===== config.mk =====
export PLATFORM = sky130hd
export DESIGN_NAME = gobou_fc_sched
export DESIGN_NICKNAME = d
export VERILOG_FILES = /design/src/rtl/gobou_fc_sched.sv
export SDC_FILE = /design/constraint.sdc
export NUM_CORES = 1
export LEC_CHECK = 0
export BUFFER_PORTS_ARGS = -buffer_cell sky130_fd_sc_hd__buf_2
export CAP_MARGIN = 20
export CORE_MARGIN = 2
export CORE_UTILIZATION = 45
export DETAILED_ROUTE_END_ITERATION = 12
export PLACE_DENSITY = 0.65
export SLEW_MARGIN = 30
export SYNTH_ARGS = -nofsm -noshare
export SYNTH_HDL_FRONTEND = slang
export SYNTH_SLANG_ARGS = --single-unit

===== constraint.sdc =====
create_clock -name i_clk -period 7.6 [get_ports i_clk]
set_input_delay 1.9 -clock i_clk [delete_from_list [all_inputs] [get_ports i_clk]]
set_output_delay 1.9 -clock i_clk [all_outputs]
set_load 0.02 [all_outputs]

===== src/rtl/gobou_fc_sched.sv =====
// gobou_fc_sched: single fully-connected layer sequencer for the gobou
// MAC/bias/ReLU datapath. It walks output neurons in groups of CORE and, for
// each group, emits n_in accumulate cycles, one bias cycle, LAT drain cycles
// and CORE write cycles. Every output is registered. Each output register is
// loaded from the next-state and next-counter values, so its strobe lines up
// with the state that the FSM is entering.
module gobou_fc_sched #(
    parameter int CORE   = 16,
    parameter int LAT    = 3,
    parameter int DWIDTH = 16
) (
    input  logic                      i_clk,
    input  logic                      i_xrst,
    input  logic                      i_req,
    output logic                      o_ack,
    input  logic [DWIDTH-1:0]         i_n_in,
    input  logic [DWIDTH-1:0]         i_n_out,
    input  logic [DWIDTH-1:0]         i_in_base,
    input  logic [DWIDTH-1:0]         i_out_base,
    output logic [DWIDTH-1:0]         o_img_addr,
    output logic [DWIDTH-1:0]         o_net_addr,
    output logic                      o_mac_en,
    output logic                      o_mac_first,
    output logic                      o_bias_en,
    output logic                      o_out_we,
    output logic [$clog2(CORE)-1:0]   o_out_sel,
    output logic [DWIDTH-1:0]         o_out_addr
);

    localparam int SELW = $clog2(CORE);     // CORE >= 2 assumed
    localparam int LATW = $clog2(LAT) + 1;  // LAT >= 1 assumed

    // S_NULL is the single busy cycle spent on a zero-sized job.
    typedef enum logic [2:0] {
        S_IDLE, S_INPUT, S_BIAS, S_DRAIN, S_WRITE, S_NULL
    } state_t;

    state_t              r_state, w_nstate;
    logic [DWIDTH-1:0]   r_n_in, r_n_out, r_in_base, r_out_base;
    logic [DWIDTH-1:0]   r_i, w_ni;          // input index inside a group
    logic [DWIDTH-1:0]   r_w, w_nw;          // running weight/bias address
    logic [DWIDTH-1:0]   r_gbase, w_ngbase;  // g*CORE, first neuron of group
    logic [SELW-1:0]     r_k, w_nk;          // write lane
    logic [LATW-1:0]     r_drain, w_ndrain;
    logic                w_accept;
    logic [DWIDTH-1:0]   w_in_base;
    logic [DWIDTH:0]     w_lane;             // one bit wider so it cannot wrap

    // Next-state and next-counter logic.
    always_comb begin
        w_nstate = r_state;
        w_ni     = r_i;
        w_nw     = r_w;
        w_ngbase = r_gbase;
        w_nk     = r_k;
        w_ndrain = r_drain;
        w_accept = (r_state == S_IDLE) && i_req && (i_n_in != '0) && (i_n_out != '0);
        // The first INPUT address is formed before the config latch updates.
        w_in_base = w_accept ? i_in_base : r_in_base;
        case (r_state)
            S_IDLE: begin
                if (w_accept) begin
                    w_nstate = S_INPUT;
                    w_ni     = '0;
                    w_nw     = '0;
                    w_ngbase = '0;
                end else if (i_req) begin
                    w_nstate = S_NULL;
                end
            end
            S_NULL: w_nstate = S_IDLE;
            S_INPUT: begin
                w_nw = r_w + DWIDTH'(1);
                if (r_i == r_n_in - DWIDTH'(1)) w_nstate = S_BIAS;
                else                            w_ni     = r_i + DWIDTH'(1);
            end
            S_BIAS: begin
                w_nw     = r_w + DWIDTH'(1);
                w_ndrain = '0;
                w_nstate = S_DRAIN;
            end
            S_DRAIN: begin
                if (r_drain == LATW'(LAT - 1)) begin
                    w_nstate = S_WRITE;
                    w_nk     = '0;
                end else begin
                    w_ndrain = r_drain + LATW'(1);
                end
            end
            S_WRITE: begin
                if (r_k == SELW'(CORE - 1)) begin
                    if ({1'b0, r_gbase} + (DWIDTH+1)'(CORE) >= {1'b0, r_n_out}) begin
                        w_nstate = S_IDLE;
                    end else begin
                        w_ngbase = r_gbase + DWIDTH'(CORE);
                        w_ni     = '0;
                        w_nstate = S_INPUT;
                    end
                end else begin
                    w_nk = r_k + SELW'(1);
                end
            end
            default: w_nstate = S_IDLE;
        endcase
        w_lane = {1'b0, w_ngbase} + (DWIDTH+1)'(w_nk);
    end

    // State register.
    always_ff @(posedge i_clk) begin
        if (i_xrst) r_state <= S_IDLE;
        else        r_state <= w_nstate;
    end

    // Counters, latched config, and registered strobes/addresses.
    always_ff @(posedge i_clk) begin
        if (i_xrst) begin
            r_n_in      <= '0;
            r_n_out     <= '0;
            r_in_base   <= '0;
            r_out_base  <= '0;
            r_i         <= '0;
            r_w         <= '0;
            r_gbase     <= '0;
            r_k         <= '0;
            r_drain     <= '0;
            o_ack       <= 1'b1;
            o_mac_en    <= 1'b0;
            o_mac_first <= 1'b0;
            o_bias_en   <= 1'b0;
            o_out_we    <= 1'b0;
            o_img_addr  <= '0;
            o_net_addr  <= '0;
            o_out_sel   <= '0;
            o_out_addr  <= '0;
        end else begin
            if (w_accept) begin
                r_n_in     <= i_n_in;
                r_n_out    <= i_n_out;
                r_in_base  <= i_in_base;
                r_out_base <= i_out_base;
            end
            r_i         <= w_ni;
            r_w         <= w_nw;
            r_gbase     <= w_ngbase;
            r_k         <= w_nk;
            r_drain     <= w_ndrain;
            o_ack       <= (w_nstate == S_IDLE);
            o_mac_en    <= (w_nstate == S_INPUT);
            o_mac_first <= (w_nstate == S_INPUT) && (w_ni == '0);
            o_bias_en   <= (w_nstate == S_BIAS);
            // Lanes beyond n_out in the final group are masked.
            o_out_we    <= (w_nstate == S_WRITE) && (w_lane < {1'b0, r_n_out});
            // Addresses hold whenever their strobe is idle.
            if (w_nstate == S_INPUT) begin
                o_img_addr <= w_in_base + w_ni;
                o_net_addr <= w_nw;
            end
            if (w_nstate == S_BIAS) o_net_addr <= w_nw;
            if (w_nstate == S_WRITE) begin
                o_out_sel  <= w_nk;
                o_out_addr <= r_out_base + w_ngbase + DWIDTH'(w_nk);
            end
        end
    end

endmodule


==> metrics.yaml <==
yosys:
  synth_mux_area_frac: 0.00480
  ys_ff_latch: 179
  async_reset_ff_frac: 0
  yosys.area_share.adder: 0.107
  ys_seq_area_frac: 0.327
  yosysWarnings: 0
  avgSynthCellArea_sq_um: 7.76
  synth_fp_nets: 1567
  synth-simple-area-share: 0.258
  syn_area_sq_um: 10900
  syn_inst: 1411
  synth_top_family_by_area: "simple AND/OR/NAND/NOR gates"
  synth_edf_count: 0
  ys_types: 88
  synth_compound_area_frac: 0.200
  synthFlopType: "dfxtp_1"
  synth_xor_area_frac: 0.0568
drt:
  ant_nets: 0
  drtIter0Drc: 648
  routedWlPerCell_microns: 15.4
  vias: 10100
  via_per_inst: 5.50
  routed_wl_microns: 28100
  drt_pass1_iterations: 5
  drcViolationCount: 0
worst_setup_path:
  crit_path_top_delay_cell: "nor2_2"
  worstPathMaxFanout: 16
  crit_path_max_incr_delay_ns: 0.55
  end_kind: "register"
  critical_path_class: "register to register"
  reg2reg_depth: 26
  crit_arrival_ns: 6.51
  crit_required_ns: 7.94
  path_common_cell: "ha_1"
  crit_end: "o_img_addr[14]"
  r2r-end: "o_img_addr[14]"
  rrSetupSlack_ns: 1.42
  rr_startpoint: "r_gbase[4]"
  crit_start: "r_gbase[4]"
  start_kind: "register"
floorplan:
  die_height_microns: 160
  dieArea_sq_um: 25600
  start_util: 0.454
  io_pins: 124
  core_area_sq_um: 24100
  rows: 57
  dieWidth_microns: 160
cells_and_area:
  post-route-cell-area_sq_um: 12400
  syn2layout_area_growth_pct: 13.5
  final_layout_size_suffix_gt1_frac: 0.136
  diodes: 0
  nNetsFinal: 1648
timing:
  period_share: 0.813
  fin_hold_ws_ns: 0.454
  hold_viol: 0
  min_period_ns: 6.18
  slew_viol_final: 0
  fin_tns_setup_ns: 0
  rsz0062_at_grt: "false"
  fmax_ghz: 0.162
  worst_slew_pin_slew_ns: 0.799
  slew_headroom: 0.467
  finClkSkew_ns: 0.0165
  finalSetupViolCount: 0
power_and_ir_drop:
  p_comb_frac: 0.224
  power.density_nw_per_um2: 208
  intPower_w: 0.00176
  netSwitchingFraction: 0.316
  irDropWorstVdd_mv: 0.127
  netSwitchingPower_w: 0.000816
  power_leakage_nw: 5.41
  clock_power_share: 0.367
  seq_power_share: 0.408
grt:
  grt.overflow.total: 0
  grt_pass1_wl_microns: 47200
  grt.total_usage: 0.223
  grt_max_degree: 103
  antenna_found_initial: 0
  first_global_vias: 9567
placement:
  postPlaceCellArea_sq_um: 11800
  routabilityCongestion: 0.885
  place_hpwl_microns: 20600
  port-buffer-count: 123
cts:
  post_cts_buffers: 0
  htree_levels: 4
  hold_buffers: 0
  clk_path_buf_depth: 2
  cts_sinks: 179
  clockRootBuffer: "clkbuf_16"
  cts.reportedPaths.clkPinSlew_ns: 0.07
  cts_buffers: 17
  cts_tree: "built"
  cts_resized: 0
  clk_latency_ns: 0.44
status:
  status: "completed"
hold_path:
  hold_class: "register to register"
run:
  cap_violations: 0
==> cells by family after synthesis <==
family / after synthesis
AO/OA/AOI/OAI: 342
AND/OR/NAND/NOR: 596
multiplexers: 5
buffers and inverters: 129
XOR/XNOR: 71
flip-flops: 179
adder cells (fa/ha/maj): 89
==> synthesized netlist by cell type (all sizes together), types with 7 or more instances <==
cell / count / area share
ha: 82 / 0.094
nand2b: 10 / 0.0057
or2: 7 / 0.0040
nand3: 33 / 0.016
o21ai: 49 / 0.023
nor2: 128 / 0.044
a21o: 20 / 0.014
dfxtp: 179 / 0.33
xor2: 24 / 0.019
a211oi: 28 / 0.020
nor2b: 31 / 0.018
nor4: 18 / 0.014
and3: 22 / 0.013
xnor2: 47 / 0.038
o2111ai: 8 / 0.0064
o21a: 10 / 0.0069
fa: 7 / 0.013
inv: 58 / 0.020
a31oi: 18 / 0.010
nand4: 15 / 0.0086
and2: 15 / 0.0086
nor3: 37 / 0.018
clkbuf: 60 / 0.021
nand2: 251 / 0.086
buf: 11 / 0.0058
o211ai: 10 / 0.0069
a21oi: 142 / 0.065
==> per-layer routing <==
metal,vias to the layer above,global-route usage,part of all wire
met2,266,0.351,0.43
li1,5115,-,-
met3,28,0.0478,0.060
met5,-,0,0
met4,0,0.0528,0.014
met1,4643,0.314,0.49
==> cells in the final DEF, fill, tap and decap left out, types with 31 or more instances in the layout <==
| cell type | instances |
|---|---|
| nand3_1 | 31 |
| ha_1 | 82 |
| buf_2 | 122 |
| nand2_1 | 250 |
| dfxtp_1 | 179 |
| a21oi_1 | 141 |
| nor3_1 | 33 |
| nor2b_1 | 31 |
| o21ai_0 | 43 |
| nor2_1 | 125 |
| inv_1 | 56 |
| xnor2_1 | 47 |
==> per-stage QoR <==
step	power [W]	util	setup WS (ns)	cells
after floorplan	0.00148	-	1.52	1411
after global placement	0.00164	0.489	1.00	1797
after detailed placement	0.00165	0.489	1.04	1797
after CTS	0.00260	0.515	1.39	1829
after global routing	0.00272	0.515	0.848	1829
final	0.00258	0.515	1.42	1829
==> layout make-up <==
class / count / area [sq um]
Tap cell: 324 / 405
Inverter: 58 / 218
Multi-Input combinational cell: 1103 / 6880
Clock buffer: 19 / 433
Timing Repair Buffer: 133 / 701
Sequential cell: 179 / 3580
Clock inverter: 13 / 196
Fill cell: 2424 / 11700
==> worst min-delay path by stage <==
stage	from	to	slack, ns	depth (start not counted)
after floorplan	r_n_out[10]	r_n_out[10]	0.44	2
after detailed placement	o_out_addr[9]	o_out_addr[9]	0.44	2
after global routing	o_out_addr[1]	o_out_addr[1]	0.47	2
after CTS	o_out_addr[6]	o_out_addr[6]	0.46	2
final	o_img_addr[5]	o_img_addr[5]	0.45	2
after global placement	o_img_addr[8]	o_img_addr[8]	0.44	2
==> power by group through the flow <==
| stage | registers (W) | clock network (W) | logic, W |
|---|---|---|---|
| floorplan | 0.00110 | 0 | 0.000383 |
| CTS | 0.00105 | 0.000967 | 0.000582 |
| finish | 0.00105 | 0.000948 | 0.000579 |
| detailed placement | 0.00108 | 0 | 0.000577 |
| global placement | 0.00107 | 0 | 0.000568 |
| global route | 0.00106 | 0.00100 | 0.000651 |
==> worst max-delay path, delay by kind of cell, from the launching register on <==
kind	cells	cell delay (ns)
AOI/OAI and AO/OA	11	2.43
and+or+nand+nor	9	2.06
buffers and inverters	1	0.07
DFF	1	0.42
adders and majority gates	4	0.92
xor gates and xnor gates	1	0.17
Power figures use the tool's default switching activity.
